[src/rtl/cache_control.sv]
// Direct-mapped, write-back, write-allocate cache controller for an 8-set external data array.
// Tag/valid/dirty state is held here; the data array itself lives outside and is never cleared.
module cache_control #(
    parameter int unsigned width = 128
) (
    input  logic              clk,
    input  logic              reset,
    input  logic [15:0]       mem_address,
    input  logic              mem_read,
    input  logic              mem_write,
    input  logic [15:0]       mem_wdata,
    input  logic [1:0]        mem_byte_enable,
    output logic [15:0]       mem_rdata,
    output logic              mem_resp,
    output logic [15:0]       pmem_address,
    output logic              pmem_read,
    output logic              pmem_write,
    output logic [width-1:0]  pmem_wdata,
    input  logic [width-1:0]  pmem_rdata,
    input  logic              pmem_resp,
    output logic [2:0]        set,
    output logic              data_write,
    output logic [width-1:0]  data_in,
    input  logic [width-1:0]  data_out
);

    localparam int unsigned TAG_W  = 9;
    localparam int unsigned SET_W  = 3;
    localparam int unsigned WORD_W = 3;
    localparam int unsigned SETS   = 8;
    localparam int unsigned BASE_W = 7;

    typedef enum logic [1:0] {
        CHECK     = 2'd0,
        WRITEBACK = 2'd1,
        FILL      = 2'd2
    } state_t;

    state_t state;
    state_t state_next;

    logic [TAG_W-1:0]  tags [SETS];
    logic [SETS-1:0]   valid;
    logic [SETS-1:0]   dirty;

    logic [SET_W-1:0]  idx;
    logic [TAG_W-1:0]  req_tag;
    logic [WORD_W-1:0] word;
    logic [BASE_W-1:0] base;
    logic              hit;
    logic              req;
    logic              fill_done;
    logic              write_hit;
    logic [width-1:0]  merged;
    logic              unused_addr_lsb;

    assign idx       = mem_address[6:4];
    assign req_tag   = mem_address[15:7];
    assign word      = mem_address[3:1];
    assign base      = {word, 4'b0000};
    assign hit       = valid[idx] && (tags[idx] == req_tag);
    assign req       = mem_read || mem_write;
    assign fill_done = (state == FILL) && pmem_resp;
    assign write_hit = (state == CHECK) && mem_write && hit;
    assign set       = idx;
    assign unused_addr_lsb = mem_address[0];

    // Byte-lane merge of the write word into the current line
    always_comb begin
        merged = data_out;
        if (mem_byte_enable[0]) merged[base +: 8]            = mem_wdata[7:0];
        if (mem_byte_enable[1]) merged[BASE_W'(base + 8) +: 8] = mem_wdata[15:8];
    end

    // State register
    always_ff @(posedge clk) begin
        if (reset) state <= CHECK;
        else       state <= state_next;
    end

    // Next-state logic
    always_comb begin
        state_next = state;
        unique case (state)
            CHECK: begin
                if (req && !hit)
                    state_next = (valid[idx] && dirty[idx]) ? WRITEBACK : FILL;
            end
            WRITEBACK: if (pmem_resp) state_next = FILL;
            FILL:      if (pmem_resp) state_next = CHECK;
            default:   state_next = CHECK;
        endcase
    end

    // Output logic; everything is held off while reset is asserted so an aborted fill writes nothing
    always_comb begin
        mem_resp     = 1'b0;
        mem_rdata    = data_out[base +: 16];
        pmem_read    = 1'b0;
        pmem_write   = 1'b0;
        pmem_address = 16'h0000;
        pmem_wdata   = data_out;
        data_write   = 1'b0;
        data_in      = data_out;
        if (!reset) begin
            unique case (state)
                CHECK: begin
                    if (mem_write) begin
                        if (hit) begin
                            mem_resp   = 1'b1;
                            data_write = 1'b1;
                            data_in    = merged;
                        end
                    end else if (mem_read && hit) begin
                        mem_resp = 1'b1;
                    end
                end
                WRITEBACK: begin
                    pmem_write   = 1'b1;
                    pmem_address = {tags[idx], idx, 4'b0000};
                end
                FILL: begin
                    pmem_read    = 1'b1;
                    pmem_address = {mem_address[15:4], 4'b0000};
                    if (pmem_resp) begin
                        data_write = 1'b1;
                        data_in    = pmem_rdata;
                    end
                end
                default: ;
            endcase
        end
    end

    // Valid/dirty bookkeeping
    always_ff @(posedge clk) begin
        if (reset) begin
            valid <= '0;
            dirty <= '0;
        end else if (fill_done) begin
            valid[idx] <= 1'b1;
            dirty[idx] <= 1'b0;
        end else if (write_hit) begin
            dirty[idx] <= 1'b1;
        end
    end

    // Tag store needs no reset; valid bits qualify it
    always_ff @(posedge clk) begin
        if (!reset && fill_done) tags[idx] <= req_tag;
    end

endmodule

[config.mk]
export PLATFORM = sky130hd
export DESIGN_NAME = cache_control
export DESIGN_NICKNAME = d
export VERILOG_FILES = /design/src/rtl/cache_control.sv
export SDC_FILE = /design/constraint.sdc
export NUM_CORES = 1
export LEC_CHECK = 0
export CAP_MARGIN = 20
export CORE_AREA = 2 2 227 229
export DETAILED_ROUTE_END_ITERATION = 7
export DIE_AREA = 0 0 229 231
export MAX_ROUTING_LAYER = met4
export PLACE_DENSITY = 0.49
export REMOVE_ABC_BUFFERS = 1
export SYNTH_ARGS = -nofsm -noshare
export SYNTH_HDL_FRONTEND = slang
export SYNTH_SLANG_ARGS = --single-unit
[constraint.sdc]
create_clock -name clk -period 3.85 [get_ports clk]
set_clock_uncertainty 0.2 [all_clocks]
set_input_delay 0.385 -clock clk [delete_from_list [all_inputs] [get_ports clk]]
set_output_delay 0.385 -clock clk [all_outputs]
set_load 0.02 [all_outputs]
# ---- After elaboration in Yosys (flattened, before gate mapping)
# Memories as Yosys holds them, arrays and structs flattened.
# Index checks and enable logic that the tools add are counted.
dict set report totals {
  ramBits 72
  n_memories 1
  word_cells 78
  regBits 18
  output_inout_bits 295
}
dict set report classes {
  bitwise_logic 4
  eq_ne 6
  n_reduce_logical 15
  muxes 39
  magnitude_cmp 2
  n_addsub 3
  shifts 5
}
# name words width rd rd_clocked_by_memory_dff write_ports line
set mem_list {}
lappend mem_list {tags 8 9 1 0 1 42} ;# logic [TAG_W-1:0] tags [SETS];
# cell n
set op_table {}
lappend op_table {{128-bit 2-to-1 mux} 6}
lappend op_table {{128-bit bitwise mux} 2}
lappend op_table {{128-bit case mux with 2 select lines} 1}
lappend op_table {{8-bit by 9-bit variable shift with 128-bit output (first input constant)} 2}
lappend op_table {{8-bit by 9-bit variable part select with 128-bit output} 2}
lappend op_table {{128-bit by 8-bit variable part select with 16-bit output} 1}
lappend op_table {{16-bit case mux with 2 select lines} 1}
lappend op_table {{7-bit negator with 9-bit output} 2}
lappend op_table {{1-bit 2-to-1 mux} 17}
lappend op_table {{16-bit 2-to-1 mux} 1}
lappend op_table {{8-bit 2-to-1 mux} 2}
lappend op_table {{8-bit bitwise OR} 2}
lappend op_table {{9-bit equality test} 1}
lappend op_table {{1-bit logical AND} 9}
lappend op_table {{8-bit bitwise AND} 1}
lappend op_table {{2-bit 2-to-1 mux} 4}
lappend op_table {{8-bit inverter} 1}
lappend op_table {{7-bit by 4-bit adder with 7-bit output (second input constant)} 1}
lappend op_table {{1-bit binary-select mux with 3-bit select} 2}
lappend op_table {{2-bit case mux with 3 select lines} 1}
lappend op_table {{3-bit by 4-bit less-than comparator with 1-bit output (second input constant)} 1}
lappend op_table {{2-bit != test (second input constant)} 2}
lappend op_table {{1-bit demux with 3-bit select} 1}
lappend op_table {{3-bit by 1-bit greater-or-equal comparator with 1-bit output (second input constant)} 1}
lappend op_table {{9 further kinds} 10}

# ---- Logic depth before layout (Yosys ltp)
dict set report depth {
  depth_word 10
  mapped_depth 12
}

# ---- Worst setup path after synthesis
# No wires, ideal clock.
dict set report synth_timing {
  path_kind {input-to-output}
  start {input port mem_address[4]}
  end {output port data_in[64]}
  setup_slack_ns -0.056
  arrival_ns 3.321
  stages 9
  n_path_buf 3
  path_cell_list {buf_6 > mux4_2 > mux2_2 > xor2_1 > or4_4 > or4_1 > buf_2 > buf_2 > a211oi_1}
}
dict set report synth_via {
  elab_chain_cells 7
  elab_cells_between_ends 9
}
# element line
set synth_lines {}
lappend synth_lines {{start: declaration} 8} ;# input logic [15:0] mem_address,
lappend synth_lines {{memory read 8 x 9 bit or 1-bit binary-select mux with 3-bit select (tied branches)} n/a}
lappend synth_lines {{9-bit equality test or 1-bit 2-to-1 mux (tied branches)} 61} ;# assign hit = valid[idx] && (tags[idx] == req_tag);
lappend synth_lines {{1-bit logical AND (*)} 61}
lappend synth_lines {{128-bit 2-to-1 mux (*)} 109} ;# if (hit) begin
lappend synth_lines {{128-bit 2-to-1 mux (*)} 108} ;# if (mem_write) begin
lappend synth_lines {{128-bit case mux with 2 select lines (*)} 106} ;# unique case (state)
lappend synth_lines {{128-bit 2-to-1 mux (*)} 105} ;# if (!reset) begin
lappend synth_lines {{end: declaration} 23} ;# output logic [width-1:0] data_in,
# Mark *: on every way between the ends. The rest lies on a longest branch, timed or not. The select of a mux whose other input is x is not followed.

# ---- Worst setup path in the final report
dict set report layout_timing {
  start {memory tags[0][4]}
  end {output port data_in[43]}
}
dict set report layout_via {
  elab_chain_cells 7
}
# element line
set layout_lines {}
lappend layout_lines {{start: declaration} 42}
lappend layout_lines {{memory read 8 x 9 bit} n/a}
lappend layout_lines {{9-bit equality test} 61}
lappend layout_lines {{1-bit logical AND} 61}
lappend layout_lines {{128-bit 2-to-1 mux} 109}
lappend layout_lines {{128-bit 2-to-1 mux} 108}
lappend layout_lines {{128-bit case mux with 2 select lines} 106}
lappend layout_lines {{128-bit 2-to-1 mux} 105}
# No other way between the ends.

==> qor.yml <==
area_growth_pct: 72.2
fin_ws_ns: -0.358
synth-edff-count: 72
viasPerCell: 5.47
power_density_mw_per_mm2: 250
avgSynthCellArea_um2: 8.61
grt_pass1_vias: 12600
violations: "setup timing"
drive_above_1_share_pct: 26.7
root_buffer: "clkbuf_16"
worst_pin_slew_ns: 0.714
grt-ovfl-total: 0
wl_mm: 76.0
cpMaxStageDelayCell: "or4_4"
cp-start-kind: "flip-flop"
p_total_mw: 4.49
die_h_um: 231
gr-usage-all-layers_pct: 27.7
crit_buf_inv: 3
holdCritPathClass: "reg2reg"
setup-violations-final: 129
cp_max_fo: 6
cp_slowest_stage_delay_ns: 0.65
syn-cell-area_mm2: 0.0104
ioPinCount: 590
crit_path_end_kind: "output pin"
synth_cells: 1211
routabilityCongestion: 0.987
vias: 13300
ir_worst_vdd_uv: 171
worstPathArrival_ns: 3.62
placementRows: 83
ant_nets: 0
relSlewSlack_pct: 52.4
clk_latency_ns: 0.35
clk_path_buf_depth: 2
grt_max_degree: 52
drt_iter0_drc: 1222
yosysSeqAreaShare_pct: 24.2
critical_path_class: "reg2out"
cp.required_ns: 3.26
h-tree-depth: 3
hpwl_mm: 60.4
cts.sinks: 90
timing.rr.start: "tags[0][4]$_DFFE_PP_"
slew_violations: 0
register_area_mm2: 0.00252
min_period_ns: 4.21
dpl-instance-area_mm2: 0.0172
min_from: "valid[3]$_SDFFE_PP0P_"
cts_hold_buf: 0
multi_input_comb_area_mm2: 0.00687
fillCellCount: 5318
rsz0062_at_grt: "true"
crit_family: "simple AND/OR/NAND/NOR gates"
place_ws_ns: -1.27
remaining_drc_errors: 0
crit_chain: "mux4_2, mux2_4, xor2_2, or4_4, buf_4, nor4_2, a21oi_1, buf_4, a221o_1, buf_2"
synth_cell_type_count: 61
die_area_mm2: 0.0529
grt_pass1_wl_mm: 102
maxCapViolCount: 0
tns_ns: -21.55
synthArstFlopShare_pct: 0
cp_common_cell: "buf_4"
numPortBuffers: 584
r2r_setup_slack_ns: 0.55
hold_path_depth: 1
fp.dieW_um: 229
synth-seq-cells: 90
hold_violations: 0
yosys_warnings: 0
dr.pass1.iters: 6
start_util_pct: 20.6
antenna_found_initial: 4
r2r_cells: 13
final_area_mm2: 0.0180
finalCritPeriodShare_pct: 109
synth-main-ff-cell: "edfxtp_1"
cellLeakagePower_nw: 6.82
timing.fmax_ghz: 0.238
core_mm2: 0.0507
clk_pin_slew_ns: 0.06
routedWlPerCell_um: 31.2
cts_tree: "done"
finalNetCount: 2052
outcome: "finished with violations"
min_to: "valid[3]$_SDFFE_PP0P_"
cts_made_buffers: 9
-- layout by cell type (no fill, tap or decap), types with 14 or more instances in the layout --
| cell type | n |
|---|---|
| mux2i_1 | 17 |
| clkdlybuf4s50_1 | 449 |
| mux4_2 | 46 |
| dfxtp_1 | 18 |
| a21oi_1 | 14 |
| o311ai_1 | 15 |
| a22oi_1 | 49 |
| nand3_1 | 19 |
| buf_4 | 204 |
| and3_1 | 23 |
| buf_6 | 47 |
| o211ai_1 | 46 |
| o21ai_0 | 15 |
| nor2b_1 | 26 |
| o22ai_1 | 45 |
| a211oi_1 | 37 |
| buf_2 | 36 |
| edfxtp_1 | 72 |
| nand2_1 | 113 |
| buf_12 | 22 |
| nor3_1 | 50 |
| nor2_1 | 72 |
| inv_1 | 26 |
| a22o_1 | 46 |
| a221o_1 | 38 |
-- state kept, by name (all words and copies together), names as in the netlist, named ones only --
signal  flops
state       2
valid       8
tags       72
-- final cells by class --
class / count / area share, %
clock buffers: 11 / 1.30
well taps: 680 / 4.74
repair buffers: 771 / 40.9
clock inverters: 5 / 0.174
flip-flops and latches: 90 / 14.0
multi-input cells: 848 / 38.2
inverters: 27 / 0.564
diodes: 2 / 0.0279
-- kinds of logic after synthesis --
family / Yosys count / synth area share, %
AND/OR/NAND/NOR: 370 / 17.8
flip-flops: 90 / 24.2
AO/OA/AOI/OAI: 389 / 28.9
buffers and inverters: 276 / 15.2
other: 1 / 0.0360
adder cells (fa/ha/maj): 10 / 1.20
XOR/XNOR: 5 / 0.420
multiplexers: 70 / 12.3
-- power breakdown --
group	total, mW	switching (mW)	internal [mW]
Combinational	2.63	1.49	1.14
Clock	0.804	0.369	0.435
Sequential	1.06	0.00274	1.06
-- synthesized netlist by cell type, types with 45 or more instances --
cell      number  area [um^2]
clkbuf_1      85          319
o211ai_1      46          345
edfxtp_1      72         2160
nand2_1      113          424
mux4_2        46         1040
a211oi_1      49          368
buf_4        136         1020
nor3_1        61          305
a22oi_1       51          383
a22o_1        47          412
o22ai_1       45          282
nor2_1        75          282
-- per-stage QoR --
step / cells / hold WS [ns] / util (%)
floorplan: 965 / 0.221 / -
global placement: 2395 / 0.228 / 33.9
detailed placement: 2395 / 0.236 / 33.9
CTS: 2420 / 0.250 / 34.6
global route: 2434 / 0.260 / 35.4
finish: 2434 / 0.248 / 35.4
-- per-layer routing --
layer	global-route usage, %	up-vias	part of all wire [%]
li1	-	5702	-
met5	-	-	0
met4	9.46	0	4.1
met3	9.54	121	11
met1	36.1	6721	42
met2	39.6	772	43
-- worst max path at each step --
stage | end | slack [ns] | startpoint | cells past startpoint
after floorplan | tags[2][0]$_DFFE_PP_ | -1.61 | state[0]$_SDFFE_PP0P_ | 6
after global placement | data_in[34] | -1.25 | mem_address[5] | 14
after detailed placement | data_in[38] | -1.27 | mem_address[5] | 13
after CTS | data_in[5] | -0.38 | tags[7][7]$_DFFE_PP_ | 13
after global routing | data_in[0] | -0.42 | tags[5][4]$_DFFE_PP_ | 10
final | data_in[43] | -0.36 | tags[0][4]$_DFFE_PP_ | 10
-- what timing repair did --
action / 4_1_cts / 5_1_grt
pin swaps: 13 / 57
endpoints found under the setup margin: 130 / 130
resized for setup: 520 / 285
endpoints found under the hold margin: 0 / 0
setup buffers: 8 / 10
gates cloned: 1 / 2
(Power assumes the default switching activity.)
